## src/rtl/instr_sequencer.sv

```systemverilog
// rtl/instr_sequencer.sv - instruction fetch/decode/launch sequencer for the microcode control unit
// Optional watchdog on segment completion: define SEQ_WATCHDOG_EN.
module instr_sequencer #(
  parameter int ADDR_W         = 32,
  parameter int RESET_PC       = 0,
  parameter int MIN_SEG_CYCLES = 1,
  parameter int WDT_CYCLES     = 1024
) (
  input  logic              clk,
  input  logic              rst_n,
  output logic              imem_req,
  output logic [ADDR_W-1:0] imem_addr,
  input  logic              imem_ack,
  input  logic [31:0]       imem_rdata,
  output logic [5:0]        opcode,
  output logic [5:0]        funct,
  output logic              sos,
  input  logic              eos,
  input  logic              pc_load,
  input  logic [ADDR_W-1:0] pc_load_addr,
  output logic              halted,
  output logic              fault,
  output logic [31:0]       retired
);

`ifdef SEQ_WATCHDOG_EN
  typedef enum logic [2:0] {
    ST_RESET, ST_FETCH, ST_DECODE, ST_LAUNCH, ST_WAIT, ST_HALT, ST_FAULT
  } state_t;
  localparam int WDT_W = $clog2(WDT_CYCLES + 1);
`else
  typedef enum logic [2:0] {
    ST_RESET, ST_FETCH, ST_DECODE, ST_LAUNCH, ST_WAIT, ST_HALT
  } state_t;
`endif

  localparam logic [5:0]        OP_HALT    = 6'h3F;
  localparam logic [3:0]        MIN_SEG    = 4'(MIN_SEG_CYCLES);
  localparam logic [ADDR_W-1:0] RESET_PC_C = ADDR_W'(RESET_PC);

  state_t            r_state;
  state_t            w_next;
  logic [ADDR_W-1:0] r_pc;
  logic [5:0]        r_instr_op;
  logic [5:0]        r_instr_fn;
  logic [5:0]        r_opcode;
  logic [5:0]        r_funct;
  logic [31:0]       r_retired;
  logic [3:0]        r_cnt;
  logic              w_accept;
  logic              w_unused;

  // eos may still be high from the previous segment, so it is masked until the minimum dwell elapses
  assign w_accept = (r_state == ST_WAIT) && (r_cnt >= MIN_SEG) && eos;

`ifdef SEQ_WATCHDOG_EN
  logic [WDT_W-1:0] r_wdt;
  logic             w_wdt_expire;
  assign w_wdt_expire = (r_wdt == WDT_W'(WDT_CYCLES - 1));
  assign fault        = (r_state == ST_FAULT);
  assign w_unused     = ^{imem_rdata[25:6], pc_load_addr[1:0]};
`else
  assign fault    = 1'b0;
  assign w_unused = ^{imem_rdata[25:6], pc_load_addr[1:0], (WDT_CYCLES > 0)};
`endif

  // Handshake outputs decode straight from state so they fall with the async reset
  assign imem_req  = (r_state == ST_FETCH);
  assign sos       = (r_state == ST_LAUNCH);
  assign halted    = (r_state == ST_HALT);
  assign imem_addr = r_pc;
  assign opcode    = r_opcode;
  assign funct     = r_funct;
  assign retired   = r_retired;

  always_ff @(posedge clk or negedge rst_n) begin
    if (!rst_n) r_state <= ST_RESET;
    else        r_state <= w_next;
  end

  always_comb begin
    w_next = r_state;
    case (r_state)
      ST_RESET:  w_next = ST_FETCH;
      ST_FETCH:  if (imem_ack) w_next = ST_DECODE;
      ST_DECODE: w_next = (r_instr_op == OP_HALT) ? ST_HALT : ST_LAUNCH;
      ST_LAUNCH: w_next = ST_WAIT;
      ST_WAIT: begin
        if (w_accept) w_next = ST_FETCH;
`ifdef SEQ_WATCHDOG_EN
        else if (w_wdt_expire) w_next = ST_FAULT;
`endif
      end
      default:   w_next = r_state;
    endcase
  end

  always_ff @(posedge clk or negedge rst_n) begin
    if (!rst_n) begin
      r_pc       <= RESET_PC_C;
      r_instr_op <= 6'h00;
      r_instr_fn <= 6'h00;
      r_opcode   <= OP_HALT;
      r_funct    <= 6'h00;
      r_retired  <= 32'h0;
      r_cnt      <= 4'h0;
    end else begin
      if ((r_state == ST_FETCH) && imem_ack) begin
        r_instr_op <= imem_rdata[31:26];
        r_instr_fn <= imem_rdata[5:0];
      end
      if (r_state == ST_DECODE) begin
        r_opcode <= r_instr_op;
        r_funct  <= r_instr_fn;
      end
      if (r_state == ST_LAUNCH)
        r_cnt <= 4'h0;
      else if ((r_state == ST_WAIT) && (r_cnt != 4'hF))
        r_cnt <= r_cnt + 4'h1;
      if (w_accept) begin
        r_retired <= r_retired + 32'h1;
        r_pc      <= pc_load ? {pc_load_addr[ADDR_W-1:2], 2'b00} : r_pc + ADDR_W'(4);
      end
`ifdef SEQ_WATCHDOG_EN
      if ((r_state == ST_WAIT) && (w_next == ST_FAULT))
        r_opcode <= OP_HALT;
`endif
    end
  end

`ifdef SEQ_WATCHDOG_EN
  always_ff @(posedge clk or negedge rst_n) begin
    if (!rst_n)                  r_wdt <= '0;
    else if (r_state == ST_LAUNCH) r_wdt <= '0;
    else if (r_state == ST_WAIT)   r_wdt <= r_wdt + WDT_W'(1);
  end
`endif

endmodule

```

## config.mk

```make
export PLATFORM = sky130hd
export DESIGN_NAME = instr_sequencer
export DESIGN_NICKNAME = d
export VERILOG_FILES = /design/src/rtl/instr_sequencer.sv
export SDC_FILE = /design/constraint.sdc
export NUM_CORES = 1
export LEC_CHECK = 0
export CORE_AREA = 3 3 137 126
export CTS_CLUSTER_DIAMETER = 30
export DETAILED_ROUTE_END_ITERATION = 10
export DIE_AREA = 0 0 140 129
export PLACE_DENSITY = 0.54
export SETUP_SLACK_MARGIN = 0.5
export SLEW_MARGIN = 20
export SYNTH_ARGS = -nofsm -noshare
export SYNTH_HDL_FRONTEND = slang
export SYNTH_SLANG_ARGS = --single-unit
```

## constraint.sdc

```tcl
create_clock -name clk -period 2.7 [get_ports clk]
set_input_delay 0.27 -clock clk [delete_from_list [all_inputs] [get_ports clk]]
set_output_delay 0.27 -clock clk [all_outputs]
set_load 0.01 [all_outputs]
```

# After elaboration in Yosys (flattened, before gate mapping)

Cells that the tools add are included.

$add $sub $neg: 3
Mux-type cells: 7
Order comparisons: 1
Equal/unequal tests: 9
Reduce and logical (&&, ||, !) cells: 8

Operators with widths:

| kind                                                                                 | count |
|---|---|
| 32-bit by 1-bit adder with 32-bit output (second input constant)                     | 1 |
| 32-bit by 3-bit adder with 32-bit output (second input constant)                     | 1 |
| 32-bit two-way mux                                                                   | 1 |
| 3-bit one-hot mux with 5 select lines                                                | 1 |
| 3-bit two-way mux                                                                    | 3 |
| 4-bit two-way mux                                                                    | 2 |
| 3-bit by 2-bit equality test with 1-bit output (second input constant)               | 2 |
| 3-bit equality test (second input constant)                                          | 2 |
| 6-bit equality test (second input constant)                                          | 1 |
| 5-bit nonzero test                                                                   | 1 |
| 4-bit by 1-bit adder with 4-bit output (second input constant)                       | 1 |
| 4-bit by 1-bit greater-or-equal comparator with 1-bit output (second input constant) | 1 |
| 1-bit logical AND                                                                    | 4 |
| 4-bit inequality test (second input constant)                                        | 1 |
| 3-bit by 1-bit equality test with 1-bit output (second input constant)               | 1 |
| 3-bit logical NOT                                                                    | 1 |
| 3-bit AND reduction                                                                  | 1 |
| 2-bit by 1-bit inequality test with 1-bit output (second input constant)             | 1 |
| 2-bit inequality test (second input constant)                                        | 1 |
| 2-bit nonzero test                                                                   | 1 |

Register bits after elaboration: 95
Word-level logic and storage cells: 36
Output and inout port bits: 80
Bits of input ports: 69

# Depth between registers and ports, before layout

Word-level depth: 5
Gate-level depth with buffers: 9
Depth with buffers taken out: 7

# Worst setup path after synthesis

No wires, ideal clock.

Path type: register to register
Start: register r_cnt[0]
End: register r_pc[25], in the netlist imem_addr[25]
Path buffers: 2
Path slack: 0.798 ns
Setup time: 0.127 ns
Period minus slack after synthesis: 1.902 ns
Cell stages (with the launch flop): 8
Required time: 2.573 ns
Arrival time: 1.775 ns
Cell sequence: dfrtp_1 -> ha_1 -> or4b_4 -> and2_1 -> buf_6 -> buf_6 -> a311oi_2 -> a21oi_1

Cells in the longest elaborated chain, start to end: 3

Ends and longest elaborated chain:

| what                                                         | RTL line | source |
|---|---|---|
| from (decl)                                                  | 49       | `logic [3:0] r_cnt;` |
| from (signal assigned)                                       | 119      | `r_cnt <= r_cnt + 4'h1;` |
| 4-bit by 1-bit greater-or-equal comparator with 1-bit output | 54       | `assign w_accept = (r_state == ST_WAIT) && (r_cnt >= MIN_SEG) && eos;` |
| 1-bit logical AND (2 in a row)                               | 54       |  |
| to (signal assigned)                                         | 122      | `r_pc <= pc_load ? {pc_load_addr[ADDR_W-1:2], 2'b00} : r_pc + ADDR_W'(4);` |
| to (decl)                                                    | 43       | `logic [ADDR_W-1:0] r_pc;` |

No other way between the ends.
A chain may end at the register's enable or synchronous reset.

# Final worst setup path

Start: register r_cnt[1]
End: register r_pc[24], in the netlist imem_addr[24]

Same word-level chain as after synthesis.

==> flow_summary.ini <==
[outcome]
status = finished, final reports clean

[synthesis]
netlist_area_mm2 = 0.00474
ys.flop_type = dfrtp_1
synth_cells = 454
avgSynthCellArea_um2 = 10.4
ys_ff_latch = 93
ys_types = 56
yosys_warnings = 0
async_flop_share = 1.00
synth-edff-count = 0
ys_seq_area_frac = 0.493

[detailed_routing]
dr.pass1.iters = 4
drc = 0
first_iter_violations = 237
drt-wirelength-per-cell_um = 16.3
num_vias = 3926
viasPerCell = 4.96
ant_nets = 0
totalWireLength_um = 12900

[setup_path]
cp_top_family = simple AND/OR/NAND/NOR gates
path_class = register to register
cp.arrival_ns = 2.29
cpMaxStageDelayCell = or4b_4
end_kind = register
cp_slowest_stage_delay_ns = 0.52
worstPathCellList = inv_1, ha_1, or4b_4, and2_1, buf_6, and3_1, a21oi_1, nand3_1
cp-start-kind = register
path_buf_inv = 2
worstPathRequired_ns = 2.92
path_max_fanout = 26

[sta]
report.final.hold_viol_count = 0
hold_ws_ns = 0.442
setup_viol = 0
maxSlewViolCount = 0
min_period_ns = 2.07
fin_skew_ns = 0.00757
max_freq_mhz = 483
fin_crit_sh = 0.767
rsz0062_at_grt = no
relSlewSlack = 0.567
tns_ns = 0
tightest_slew_ns = 0.644
setup_ws_ns = 0.628

[floorplan]
core_mm2 = 0.0160
die_w_um = 140
start_util = 0.297
die_area_mm2 = 0.0181
die_y_um = 129
pin_count = 149
rows = 44

[layout]
n_fill_cell = 1557
finalNetCount = 654
area_growth_pct = 38.5
num_antenna_cells = 0
layout-drive-gt1-share = 0.130
fin_util = 0.411

[clock_network]
postCtsSetupBuffers = 0
clock-sinks = 93
cts_tree = built
path_clk_slew_ns = 0.07
clkLatencyLatePin_ns = 0.34
numCtsBuffers = 9
clockRootBuffer = clkbuf_16
cts.path.max_buffers = 2
htree_num_levels = 3

[placement]
port_buffers = 123
place_hpwl_um = 9340
place.gp.congestion = 0.779
pre_cts_ws_ns = 0.497

[pwr]
p_leak_uw = 0.00279
power_density_mw_per_mm2 = 449
p_total_uw = 2940
ir_drop_v = 0.000286

[grt]
grt_pass1_wl_um = 21000
grt_usage = 0.145
grtUsageMet3 = 0.0375
globalRouteMet2Util = 0.228
overflow = 0
antenna_found_initial = 0
grt_max_degree = 61
busiest_layer = met2
grt_util_met1 = 0.197
grt_pass1_vias = 3950

[job]
maxCapViolations = 0

[hold_path]
worstHoldPathType = input port to asynchronous set/reset pin
-- Yosys cell counts (all sizes together), types with 7 or more instances --
cell type	number	area, µm²
xnor2	26	228
clkbuf	10	38.8
a21oi	23	115
dfrtp	87	2180
nor2	35	134
buf	12	88.8
mux2	24	270
o21ai	26	130
nand4	19	119
and4	7	61.3
xor2	8	70.1
nand3	27	140
nor3	9	45.0
and3	15	93.8
nand2	37	139
-- logic make-up after synthesis --
group / count (synthesis) / share of synthesized area
xor+xnor: 34 / 0.0629
buf+inv: 28 / 0.0317
fa+ha+maj: 5 / 0.0132
mux: 28 / 0.0655
simple gates: 176 / 0.210
flops: 93 / 0.493
compound gates: 89 / 0.123
other cells: 1 / 0.000792
-- cell usage in the layout (no fill, tap or decap), drive strengths merged, types with 9 or more instances in the layout --
cell           instances
a21oi                 23
and3                  15
buf                   12
clkbuf                10
clkdlybuf4s50        122
dfrtp                 87
mux2                  24
nand2                 37
nand3                 27
nand4                 19
nor2                  35
nor3                   9
o21ai                 26
xnor2                 26
-- worst paths after layout --
check | startpoint | endpoint | slack, ns | depth (start not counted)
worst max-delay path | r_cnt[1] | imem_addr[24] | 0.63 | 8
worst min-delay path | rst_n | imem_addr[3] | 0.44 | 2
worst max register to register | r_cnt[1] | imem_addr[24] | 0.63 | 8
worst min register to register | retired[31] | retired[31] | 0.47 | 1
max in group asynchronous | rst_n | opcode[5] | 1.53 | 3
min in group clk | retired[31] | retired[31] | 0.47 | 1
-- final cells by class --
cell class,count,area (µm²),share of cell area
tap,207,259,0.0395
clock inverter,6,91.3,0.0139
timing repair buffer,135,1340,0.205
inverter,6,22.5,0.00343
multi-input combinational,335,2270,0.346
clock buffer,10,239,0.0364
sequential,93,2340,0.356
-- sequential cells by signal, indices dropped and copies added, names as in the netlist --
| name | flops |
|---|---|
| retired | 32 |
| r_instr_fn | 6 |
| r_state | 3 |
| funct | 6 |
| opcode | 6 |
| r_instr_op | 6 |
| r_cnt | 4 |
| imem_addr | 30 |
-- per-layer routing --
layer	routed length, µm	vias up
li1	-	1913
met1	6020	1903
met2	6050	97
met3	646	13
met4	204	0
met5	0	-
-- power by group --
part	total, µW	internal [µW]	switching, µW
Combinational	145	76.9	68.3
Clock	1410	844	563
Sequential	1390	1390	0.000000160
-- per-stage QoR --
step / instance area [µm²] / cells
6_report: 6560 / 792
3_5_place_dp: 6200 / 775
4_1_cts: 6550 / 792
3_3_place_gp: 6200 / 775
2_1_floorplan: 4740 / 456
5_1_grt: 6560 / 792
-- what timing repair did --
action                     CTS  global route
hold buffers                 1             0
hold endpoints to repair    33             0
setup endpoints to repair    2            17
gates resized for setup      2             4
(Power assumes the default switching activity.)
